`config.mk`:
```
export PLATFORM = sky130hd
export DESIGN_NAME = gate_seq_ctrl
export DESIGN_NICKNAME = d
export VERILOG_FILES = /design/src/rtl/gate_seq_pkg.sv /design/src/rtl/gate_seq_ctrl_timer.sv /design/src/rtl/gate_seq_ctrl.sv
export SDC_FILE = /design/constraint.sdc
export NUM_CORES = 1
export LEC_CHECK = 0
export BUFFER_PORTS_ARGS = -buffer_cell sky130_fd_sc_hd__clkbuf_2
export CAP_MARGIN = 25
export CORE_MARGIN = 5
export CORE_UTILIZATION = 25
export CTS_CLUSTER_DIAMETER = 150
export CTS_CLUSTER_SIZE = 20
export DETAILED_ROUTE_END_ITERATION = 7
export PLACE_DENSITY = 0.44
export SLEW_MARGIN = 20
export SYNTH_ARGS = -nofsm -noshare
export SYNTH_HDL_FRONTEND = slang
export SYNTH_SLANG_ARGS = --single-unit
export TNS_END_PERCENT = 10
```
`constraint.sdc`:
```
create_clock -name clk_i -period 3.5 [get_ports clk_i]
set_input_delay 0.525 -clock clk_i [delete_from_list [all_inputs] [get_ports clk_i]]
set_output_delay 0.525 -clock clk_i [all_outputs]
set_load 0.1 [all_outputs]
```
`src/rtl/gate_seq_pkg.sv`:
```
// Shared types and defaults for the gate sequencing controller.
//   state_e     : 4-bit FSM state encoding, also exported on state_o
//   NGateDef    : default number of gates in the chain
//   CntWDef     : default width of the dwell/timeout counter
package gate_seq_pkg;

  localparam int unsigned NGateDef = 5;
  localparam int unsigned CntWDef  = 32;

  typedef enum logic [3:0] {
    StIdle    = 4'd0,
    StUpEn    = 4'd1,
    StUpSync  = 4'd2,
    StUpDwell = 4'd3,
    StRun     = 4'd4,
    StDnDis   = 4'd5,
    StDnSync  = 4'd6,
    StDnDwell = 4'd7,
    StFault   = 4'd8
  } state_e;

endpackage

```
`src/rtl/gate_seq_ctrl_timer.sv`:
```
// Saturating up-counter shared by the dwell and sync-timeout phases.
//   clk_i, rst_i    : clock, asynchronous active-high reset
//   clr_i           : synchronous clear (wins over inc_i)
//   inc_i           : count up by one, holding at all-ones
//   shift_i         : dwell length to compare against
//   timeout_i       : timeout length to compare against
//   eq_shift_o      : counter equals shift_i
//   eq_timeout_o    : counter equals timeout_i
module gate_timer #(
  parameter int unsigned CNT_W = 32
) (
  input  logic             clk_i,
  input  logic             rst_i,
  input  logic             clr_i,
  input  logic             inc_i,
  input  logic [CNT_W-1:0] shift_i,
  input  logic [CNT_W-1:0] timeout_i,
  output logic             eq_shift_o,
  output logic             eq_timeout_o
);

  logic [CNT_W-1:0] cnt_q, cnt_d;

  always_comb begin
    cnt_d = cnt_q;
    if (clr_i) begin
      cnt_d = '0;
    end else if (inc_i && (cnt_q != '1)) begin
      cnt_d = cnt_q + 1'b1;
    end
  end

  always_ff @(posedge clk_i or posedge rst_i) begin
    if (rst_i) begin
      cnt_q <= '0;
    end else begin
      cnt_q <= cnt_d;
    end
  end

  assign eq_shift_o   = (cnt_q == shift_i);
  assign eq_timeout_o = (cnt_q == timeout_i);

endmodule

```
`src/rtl/gate_seq_ctrl.sv`:
```
// Gate-enable chain sequencer: ramps gates up lowest-first, down highest-first,
// waiting for per-gate sync feedback plus a dwell after each step. Any sync
// timeout or loss of sync in RUN forces every gate off and parks in FAULT.
//   clk_i, rst_i    : clock, asynchronous active-high reset
//   start_i/stop_i  : one-cycle ramp-up / ramp-down requests
//   clear_i         : leave FAULT
//   shift_i         : dwell cycles, latched on start
//   timeout_i       : sync wait limit (0 = none), latched on start
//   gate_sync_i     : per-gate sync feedback
//   gate_en_o       : registered gate enables
//   busy_o, run_o, done_o, fault_o, state_o : status
module gate_seq_ctrl
  import gate_seq_pkg::*;
#(
  parameter int unsigned N_GATE = NGateDef,
  parameter int unsigned CNT_W  = CntWDef
) (
  input  logic              clk_i,
  input  logic              rst_i,
  input  logic              start_i,
  input  logic              stop_i,
  input  logic              clear_i,
  input  logic [CNT_W-1:0]  shift_i,
  input  logic [CNT_W-1:0]  timeout_i,
  input  logic [N_GATE-1:0] gate_sync_i,
  output logic [N_GATE-1:0] gate_en_o,
  output logic              busy_o,
  output logic              run_o,
  output logic              done_o,
  output logic              fault_o,
  output logic [3:0]        state_o
);

  localparam int unsigned IdxW = $clog2(N_GATE);
  localparam logic [IdxW-1:0] IdxLast = IdxW'(N_GATE - 1);

  state_e            state_q, state_d;
  logic [N_GATE-1:0] gate_en_q, gate_en_d;
  logic [IdxW-1:0]   idx_q, idx_d;
  logic [CNT_W-1:0]  shift_q, shift_d;
  logic [CNT_W-1:0]  timeout_q, timeout_d;
  logic              done_q, done_d;

  logic cnt_clr, cnt_inc;
  logic eq_shift, eq_timeout;
  logic sync_ok, to_hit;

  gate_timer #(
    .CNT_W (CNT_W)
  ) u_timer (
    .clk_i        (clk_i),
    .rst_i        (rst_i),
    .clr_i        (cnt_clr),
    .inc_i        (cnt_inc),
    .shift_i      (shift_q),
    .timeout_i    (timeout_q),
    .eq_shift_o   (eq_shift),
    .eq_timeout_o (eq_timeout)
  );

  assign sync_ok = (gate_sync_i == gate_en_q);
  assign to_hit  = (timeout_q != '0) && eq_timeout;

  always_ff @(posedge clk_i or posedge rst_i) begin
    if (rst_i) begin
      state_q   <= StIdle;
      gate_en_q <= '0;
      idx_q     <= '0;
      shift_q   <= '0;
      timeout_q <= '0;
      done_q    <= 1'b0;
    end else begin
      state_q   <= state_d;
      gate_en_q <= gate_en_d;
      idx_q     <= idx_d;
      shift_q   <= shift_d;
      timeout_q <= timeout_d;
      done_q    <= done_d;
    end
  end

  // Priority inside each state: fault > stop > normal progress.
  always_comb begin
    state_d   = state_q;
    gate_en_d = gate_en_q;
    idx_d     = idx_q;
    shift_d   = shift_q;
    timeout_d = timeout_q;
    done_d    = 1'b0;
    cnt_clr   = 1'b0;
    cnt_inc   = 1'b0;
    unique case (state_q)
      StIdle: begin
        if (start_i && !stop_i) begin
          state_d   = StUpEn;
          idx_d     = '0;
          shift_d   = shift_i;
          timeout_d = timeout_i;
        end
      end
      StUpEn: begin
        if (stop_i) begin
          state_d = StDnDis;
        end else begin
          gate_en_d[idx_q] = 1'b1;
          cnt_clr          = 1'b1;
          state_d          = StUpSync;
        end
      end
      StUpSync: begin
        if (!sync_ok && to_hit) begin
          state_d = StFault;
        end else if (stop_i) begin
          state_d = StDnDis;
        end else if (sync_ok) begin
          cnt_clr = 1'b1;
          state_d = StUpDwell;
        end else begin
          cnt_inc = 1'b1;
        end
      end
      StUpDwell: begin
        if (stop_i) begin
          state_d = StDnDis;
        end else if (eq_shift) begin
          if (idx_q == IdxLast) begin
            state_d = StRun;
            done_d  = 1'b1;
          end else begin
            idx_d   = idx_q + 1'b1;
            state_d = StUpEn;
          end
        end else begin
          cnt_inc = 1'b1;
        end
      end
      StRun: begin
        if (!sync_ok) begin
          state_d = StFault;
        end else if (stop_i) begin
          idx_d   = IdxLast;
          state_d = StDnDis;
        end
      end
      StDnDis: begin
        // Bit may already be clear after an aborted ramp-up; harmless.
        gate_en_d[idx_q] = 1'b0;
        cnt_clr          = 1'b1;
        state_d          = StDnSync;
      end
      StDnSync: begin
        if (!sync_ok && to_hit) begin
          state_d = StFault;
        end else if (sync_ok) begin
          cnt_clr = 1'b1;
          state_d = StDnDwell;
        end else begin
          cnt_inc = 1'b1;
        end
      end
      StDnDwell: begin
        if (eq_shift) begin
          if (idx_q == '0) begin
            state_d = StIdle;
          end else begin
            idx_d   = idx_q - 1'b1;
            state_d = StDnDis;
          end
        end else begin
          cnt_inc = 1'b1;
        end
      end
      StFault: begin
        if (clear_i) begin
          state_d = StIdle;
        end
      end
      default: begin
        state_d = StFault;
      end
    endcase
    if (state_d == StFault) begin
      gate_en_d = '0;
    end
  end

  always_comb begin
    busy_o = 1'b0;
    unique case (state_q)
      StUpEn, StUpSync, StUpDwell, StDnDis, StDnSync, StDnDwell: busy_o = 1'b1;
      default: busy_o = 1'b0;
    endcase
    run_o     = (state_q == StRun);
    fault_o   = (state_q == StFault);
    done_o    = done_q;
    gate_en_o = gate_en_q;
    state_o   = state_q;
  end

endmodule

```
==> flow_summary.yaml, run 1 <==
pwr:
  internal_power_of_the_cells_mw: 3.01
  combPwrFrac_pct: 34.5
  power.sequential.fraction_pct: 44.2
  power.net_switching_mw: 1.98
  netSwitchingFraction_pct: 39.7
  ir_drop_uv: 297
  power-per-cell-area_nw_per_um2: 714
  clock_power_share_pct: 21.3
  static_leakage_nw: 3.10
global_routing:
  grt_use_total_pct: 13.3
  number_of_global_route_vias_before_repair: 4762
  grt_pass1_wl_mm: 27.8
  grt_remaining_overflow: 0
  pin_count_of_the_biggest_net_entering_global_routing: 59
  grt_antenna_before_repair: 0
setup_path:
  reg2regPathDepth: 8
  worstSetupStartpoint: "u_timer.cnt_q[21]"
  end_kind: "flip-flop"
  required_ns: 3.74
  timing.critical_path.fanout_max: 26
  timing.critical_path.slowest_stage_cell: "o21a_2"
  reg2reg_from: "u_timer.cnt_q[21]"
  cp_data_arrival_time_ns: 3.08
  setup_cp_type: "reg2reg"
  worstSetupStartpointType: "flip-flop"
  crit_path_cell_chain: "xor2_1 > nor4_1 > nand4_1 > nor3_2 > o21a_2 > buf_12 > nor3_1 > o21a_1"
  worst_path_largest_cell_delay_ns: 0.52
  timing.rr.end: "u_timer.cnt_q[24]"
  worst-r2r-setup-slack_ns: 0.66
sta:
  drv_slew: 0
  relSlewSlack_pct: 37.8
  hold_slack_ns: 0.261
  rsz0062_at_grt: "no"
  setup_tns_ns: 0
  clock_skews_ns: 0.0146
  setup_violations: 0
  tightest_slew_ns: 0.932
  achievable-frequency_mhz: 352
  final_period_minus_worst_setup_slack_ns: 2.84
  final-hold-violation-count: 0
  final.period_utilization_pct: 81.1
placement:
  detailed_place.area_um2: 6680
  gp_routability_congestion: 0.860
  port_buffers: 86
  hpwl_mm: 13.6
final_layout:
  drive_above_1_share_pct: 29.7
  antenna-diode-count: 0
  fin_nets: 703
  layout-area-overhead-vs-synth_pct: 16.0
  num-fill-cells: 2459
  final_area_um2: 6980
clock_network:
  clk-insertion-delay-late_ns: 0.36
  cts_buffers: 9
  worst_setup_hold_path_clk_slew_ns: 0.07
  ctsResizeCount: 0
  ctsLongestPathBuffers: 2
  clock_sinks: 109
  cts.repair_timing.setup_buffer_count: 0
  h-tree-depth: 3
  clock_root_buffer_master: "clkbuf_16"
  cts_tree: "yes"
  holdBufCountCts: 0
floorplanning:
  design.core.area_um2: 23600
  rows: 56
  chipHeight_um: 165
  initial_core_util_pct: 25.5
  overall_die_area_um2: 27300
  die_w_um: 165
  pin_count: 87
yosys:
  syn-instance-count: 561
  synth-warning-count: 0
  cell_taking_the_most_area_after_synthesis: "dfrtp_1"
  most_frequent_cell_after_synthesis: "dfrtp_1"
  synth.ff_latch_count: 109
  synthDistinctLibCells: 50
  synth_top_cell_area_share_pct: 45.3
  avgSynthCellArea_um2: 10.7
  synth_top_flop_cell: "dfrtp_1"
  synth_async_sr_flop_share_pct: 100
  synth.top_cells.by_area: "dfrtp_1 45%, mux2_2 12%, xor2_1 10%"
  ys_top_cells_by_count: "109 x dfrtp_1, 70 x xor2_1, 64 x mux2_2"
  yosysSeqAreaShare_pct: 45.3
  syn_nets: 637
  post_synthesis_cell_area_um2: 6020
  number_of_enable_type_register_cells_in_the_synthesized_netlist: 0
outcome:
  outcome: "finished, final reports clean"
route:
  drt_via_density: 4.87
  detailroute.via_count: 4627
  remaining_drc_errors: 0
  drt-pass1-iter-count: 5
  wl_per_cell_um: 18.6
  ant_nets: 0
  drt_iter0_markers: 301
  routed_wirelength_mm: 17.7
hold_path:
  worstHoldPathType: "in2async"
job:
  maxCapViolations: 0
## power groups by stage
stage	Sequential, mW	Clock (mW)	Combinational [mW]
after floorplan	2.17	0	1.30
after detailed placement	2.25	0	1.74
after CTS	2.22	1.11	1.74
final	2.20	1.06	1.72
after global placement	2.24	0	1.72
after global routing	2.26	1.16	1.88
## final cells by class
type                    instances  area [µm²]  area share (%)
flip-flops and latches        109        2730            39.1
clock buffers                  12         246            3.53
inverters                      14        55.1           0.789
well taps                     319         399            5.72
multi-input cells             401        3000            42.9
repair buffers                 92         500            7.17
clock inverters                 4        55.1           0.789
## critical path: cells and delay by family, from the launching register on
| family | cells | cell delay [ns] |
|---|---|---|
| AOI/OAI and AO/OA | 2 | 0.70 |
| xor gates and xnor gates | 1 | 0.20 |
| buffers and inverters | 1 | 0.24 |
| DFF | 1 | 0.49 |
| and+or+nand+nor | 4 | 1.09 |
## cells by family (layout without fill, tap and decap cells)
group	count (synthesis)	count (layout)	share of synthesized area (%)
and+or+nand+nor	180	180	16.9
DFF	109	109	45.3
muxes	78	78	14.3
AOI/OAI and AO/OA	71	71	7.77
xor gates and xnor gates	70	70	10.2
buffers and inverters	51	122	4.99
adders and majority gates	2	2	0.540
## cell usage in the layout, fill, tap and decap left out, drive strengths merged, types with 16 or more instances in the layout
master	instances
nor4	25
nand2	30
dfrtp	109
o31ai	17
a21oi	20
nor2	28
xor2	70
nand3	21
mux2	64
inv	16
clkbuf	98
## stage by stage
stage          power, mW  instances  setup slack, ns  utilization (%)
5_1_grt             5.30        951            0.515             29.6
3_5_place_dp        3.98        935            0.695             28.3
3_3_place_gp        3.96        935            0.670             28.3
6_report            4.98        951            0.662             29.6
2_1_floorplan       3.47        561            0.101                -
4_1_cts             5.07        951            0.668             29.6
## state kept, by name, summed over array words and instances (netlist names)
signal / cells
shift_q: 32
timeout_q: 32
u_timer.cnt_q: 32
gate_en_o: 5
state_o: 4
idx_q: 3
done_o: 1
## how the worst max path moves through the flow
stage	end	slack, ns	cells past startpoint
finish	u_timer.cnt_q[24]	0.66	8
global route	u_timer.cnt_q[24]	0.51	8
CTS	u_timer.cnt_q[24]	0.67	8
detailed placement	u_timer.cnt_q[24]	0.70	8
global placement	u_timer.cnt_q[24]	0.67	8
floorplan	done_o	0.10	1
## routing by layer
| layer | up-vias | global-route usage, % | wire length [µm] |
|---|---|---|---|
| met5 | - | 0 | 0 |
| met4 | 0 | 4.54 | 335 |
| met3 | 18 | 2.56 | 742 |
| met2 | 105 | 22.8 | 9080 |
| met1 | 2350 | 16.8 | 7540 |
| li1 | 2154 | - | - |
No activity file was read; power rests on OpenSTA's default activity.
==> run 2: changes to the inputs <==
--- a/config.mk
+++ b/config.mk
@@ -5,6 +5,7 @@
 export SDC_FILE = /design/constraint.sdc
 export NUM_CORES = 1
 export LEC_CHECK = 0
+export ABC_AREA = 1
 export BUFFER_PORTS_ARGS = -buffer_cell sky130_fd_sc_hd__clkbuf_2
 export CAP_MARGIN = 25
 export CORE_MARGIN = 5
@@ -12,7 +13,7 @@
 export CTS_CLUSTER_DIAMETER = 150
 export CTS_CLUSTER_SIZE = 20
 export DETAILED_ROUTE_END_ITERATION = 7
-export PLACE_DENSITY = 0.44
+export PLACE_DENSITY = 0.42
 export SLEW_MARGIN = 20
 export SYNTH_ARGS = -nofsm -noshare
 export SYNTH_HDL_FRONTEND = slang
==> constraint.sdc (replaced) <==
create_clock -name clk_i -period 2.9 [get_ports clk_i]
set_input_delay 0.435 -clock clk_i [delete_from_list [all_inputs] [get_ports clk_i]]
set_output_delay 0.435 -clock clk_i [all_outputs]
set_load 0.1 [all_outputs]
==> run 2 against run 1 <==
Net effect: combinational power is 70% higher; via count up 36%; die area grew 18%; flip-flop and latch count did not move; critical path type is now reg2out; sequential share of layout area shrank 5.8 points; critical path depth shrank 4; worst setup slack got worse by 0.16 ns; clock skew fell by 0.0045 ns; synthesized cell count is 80% higher.
==> flow_summary.yaml, run 2 <==
outcome:
  outcome: "finished, final reports clean"
route:
  topRoutingLayerUsed: "met4"
  detailroute.via_count: 6314
  remaining_drc_errors: 0
  drt-pass1-iter-count: 7
  routed_wirelength_mm: 23.5
  ant_nets: 0
  wl_met2_mm: 9.99
  drt_iter0_markers: 398
  wl_per_cell_um: 16.2
  wl_met1_mm: 12.2
  drt_via_density: 4.34
  met3WireLength_um: 830
final_layout:
  final_area_um2: 8200
  layout-area-overhead-vs-synth_pct: 14.4
  mostFrequentLayoutCells: "370 x nand2_1, 109 x dfrtp_1, 105 x nor2_1"
  area_taken_by_multi_input_logic_gates_um2: 3740
  layout_commonest_cell: "nand2_1"
  antenna-diode-count: 0
  drive_above_1_share_pct: 17.5
  fin_nets: 1142
  num-fill-cells: 3247
  largestRegisters: "shift_q x32, timeout_q x32, u_timer.cnt_q x32"
  final-seq-area_um2: 2730
setup_path:
  reg2regPathDepth: 12
  worst_path_largest_cell_delay_ns: 0.51
  setup_cp_type: "reg2out"
  worst-r2r-setup-slack_ns: 0.64
  reg2reg_from: "u_timer.cnt_q[16]"
  worstSetupStartpointType: "flip-flop"
  worstSetupStartpoint: "state_o[0]"
  required_ns: 2.47
  cp_data_arrival_time_ns: 1.96
  timing.rr.end: "u_timer.cnt_q[30]"
  crit_path_cell_chain: "nor2_1 > nand2_1 > inv_1 > clkbuf_2"
  end_kind: "output port"
  timing.critical_path.slowest_stage_cell: "dfrtp_1"
  timing.critical_path.fanout_max: 9
clock_network:
  clock_root_buffer_master: "clkbuf_16"
  worst_setup_hold_path_clk_slew_ns: 0.08
  cts_tree: "yes"
  ctsLongestPathBuffers: 2
  clock_sinks: 109
  cts_buffers: 9
  ctsResizeCount: 0
  clk-insertion-delay-late_ns: 0.36
  cts.repair_timing.setup_buffer_count: 0
  h-tree-depth: 3
  holdBufCountCts: 0
sta:
  achievable-frequency_mhz: 417
  setup_violations: 0
  rsz0062_at_grt: "no"
  tightest_slew_ns: 0.766
  final.period_utilization_pct: 82.6
  final_period_minus_worst_setup_slack_ns: 2.40
  relSlewSlack_pct: 48.8
  clock_skews_ns: 0.0100
  final-hold-violation-count: 0
  drv_slew: 0
yosys:
  synth_fa_ha_area_share_pct: 0.454
  syn_nets: 1084
  synth.top_cells.by_area: "dfrtp_1 38%, nand2_1 19%, nor2_1 5.5%"
  multiplexer_area_fraction_after_synthesis_pct: 0.140
  synth_simple_gate_area_share_pct: 38.3
  most_frequent_cell_after_synthesis: "nand2_1"
  synth-warning-count: 0
  cell_taking_the_most_area_after_synthesis: "dfrtp_1"
  ys_top_cells_by_count: "370 x nand2_1, 109 x dfrtp_1, 105 x nor2_1"
  synth.ff_latch_count: 109
  synthDistinctLibCells: 41
  number_of_enable_type_register_cells_in_the_synthesized_netlist: 0
  synth_async_sr_flop_share_pct: 100
  xor_xnor_portion_of_the_synthesized_cell_area_pct: 8.79
  yosysSeqAreaShare_pct: 38.0
  synth_top_cell_area_share_pct: 38.0
  post_synthesis_cell_area_um2: 7170
  avgSynthCellArea_um2: 7.12
  synth_top_family_by_area: "simple AND/OR/NAND/NOR gates"
  syn-instance-count: 1008
  synth_compound_gate_area_share_pct: 4.29
  synth_top_flop_cell: "dfrtp_1"
pwr:
  power.sequential.fraction_pct: 37.8
  finalPower_mw: 6.67
  static_leakage_nw: 4.06
  combPwrFrac_pct: 43.7
  netSwitchingFraction_pct: 47.8
  power-per-cell-area_nw_per_um2: 813
  clock_power_share_pct: 18.5
  power.net_switching_mw: 3.19
  internal_power_of_the_cells_mw: 3.49
  ir_drop_uv: 317
global_routing:
  number_of_global_route_vias_before_repair: 6229
  grt_use_total_pct: 14.9
  grt_pass1_wl_mm: 36.6
  pin_count_of_the_biggest_net_entering_global_routing: 63
  grt_antenna_before_repair: 0
  grt_remaining_overflow: 0
floorplanning:
  design.core.area_um2: 28500
  overall_die_area_um2: 32200
  rows: 62
  initial_core_util_pct: 25.1
  die_w_um: 179
  chipHeight_um: 179
  pin_count: 87
placement:
  port_buffers: 86
  hpwl_mm: 18.3
  gp_routability_congestion: 0.877
  detailed_place.area_um2: 7920
hold_path:
  worstHoldPathType: "in2async"
job:
  maxCapViolations: 0
[run 2: cell types whose count changed in the layout (fill, tap and decap cells not counted), moves of 30 or more]
cell	change
inv_1	+72
mux2_2	-64
nand2_1	+340
nand3_2	+30
nand4_1	+31
nor2_1	+81
xnor2_1	+35
xor2_1	-33
[run 2: power groups by stage]
stage,sequential [mW],clock (mW),combinational (mW)
after floorplan,2.60,0,2.07
after detailed placement,2.54,0,2.96
after CTS,2.52,1.29,2.97
after global routing,2.58,1.33,3.29
after global placement,2.55,0,2.94
final,2.52,1.23,2.92
[run 2: logic make-up (layout without fill, tap and decap cells)]
| group | after synthesis | in the layout |
|---|---|---|
| muxes | 1 | 1 |
| DFF | 109 | 109 |
| xor gates and xnor gates | 72 | 72 |
| and+or+nand+nor | 611 | 611 |
| AOI/OAI and AO/OA | 54 | 54 |
| buffers and inverters | 159 | 222 |
| adders and majority gates | 2 | 2 |
[run 2: worst max path at each step]
stage / end / slack [ns] / depth (start not counted)
after floorplan: fault_o / -0.14 / 4
after global placement: u_timer.cnt_q[29] / 0.62 / 11
after detailed placement: u_timer.cnt_q[30] / 0.61 / 11
after CTS: fault_o / 0.48 / 4
after global routing: u_timer.cnt_q[14] / 0.36 / 12
final: run_o / 0.50 / 4
[run 2: routing by layer]
metal,track usage [%],vias up
li1,-,3262
met1,22.2,2907
met2,22.3,122
met3,2.18,23
met4,4.47,0
met5,0,-
[run 2: layout make-up]
cell class | instances | share of cell area (%)
multi-input combinational | 740 | 45.6
sequential | 109 | 33.3
timing repair buffer | 99 | 6.89
tap | 384 | 5.86
inverter | 107 | 4.94
clock buffer | 10 | 2.91
clock inverter | 6 | 0.580
[run 2: critical path, delay by kind of cell (launching register included)]
kind,cells,cell delay [ns]
flip-flops,1,0.51
AND/OR/NAND/NOR,2,0.43
buffers and inverters,2,0.66
[run 2: metrics by stage]
step           hold slack, ns  setup WS [ns]  utilization [%]  setup TNS (ns)  std cells
6_report                0.197          0.505             28.7               0       1455
5_1_grt                 0.260          0.365             28.7               0       1455
4_1_cts                 0.229          0.481             28.7               0       1455
3_5_place_dp            0.483          0.611             27.7               0       1439
3_3_place_gp            0.478          0.616             27.7               0       1439
2_1_floorplan           0.462         -0.142                -          -0.280       1008
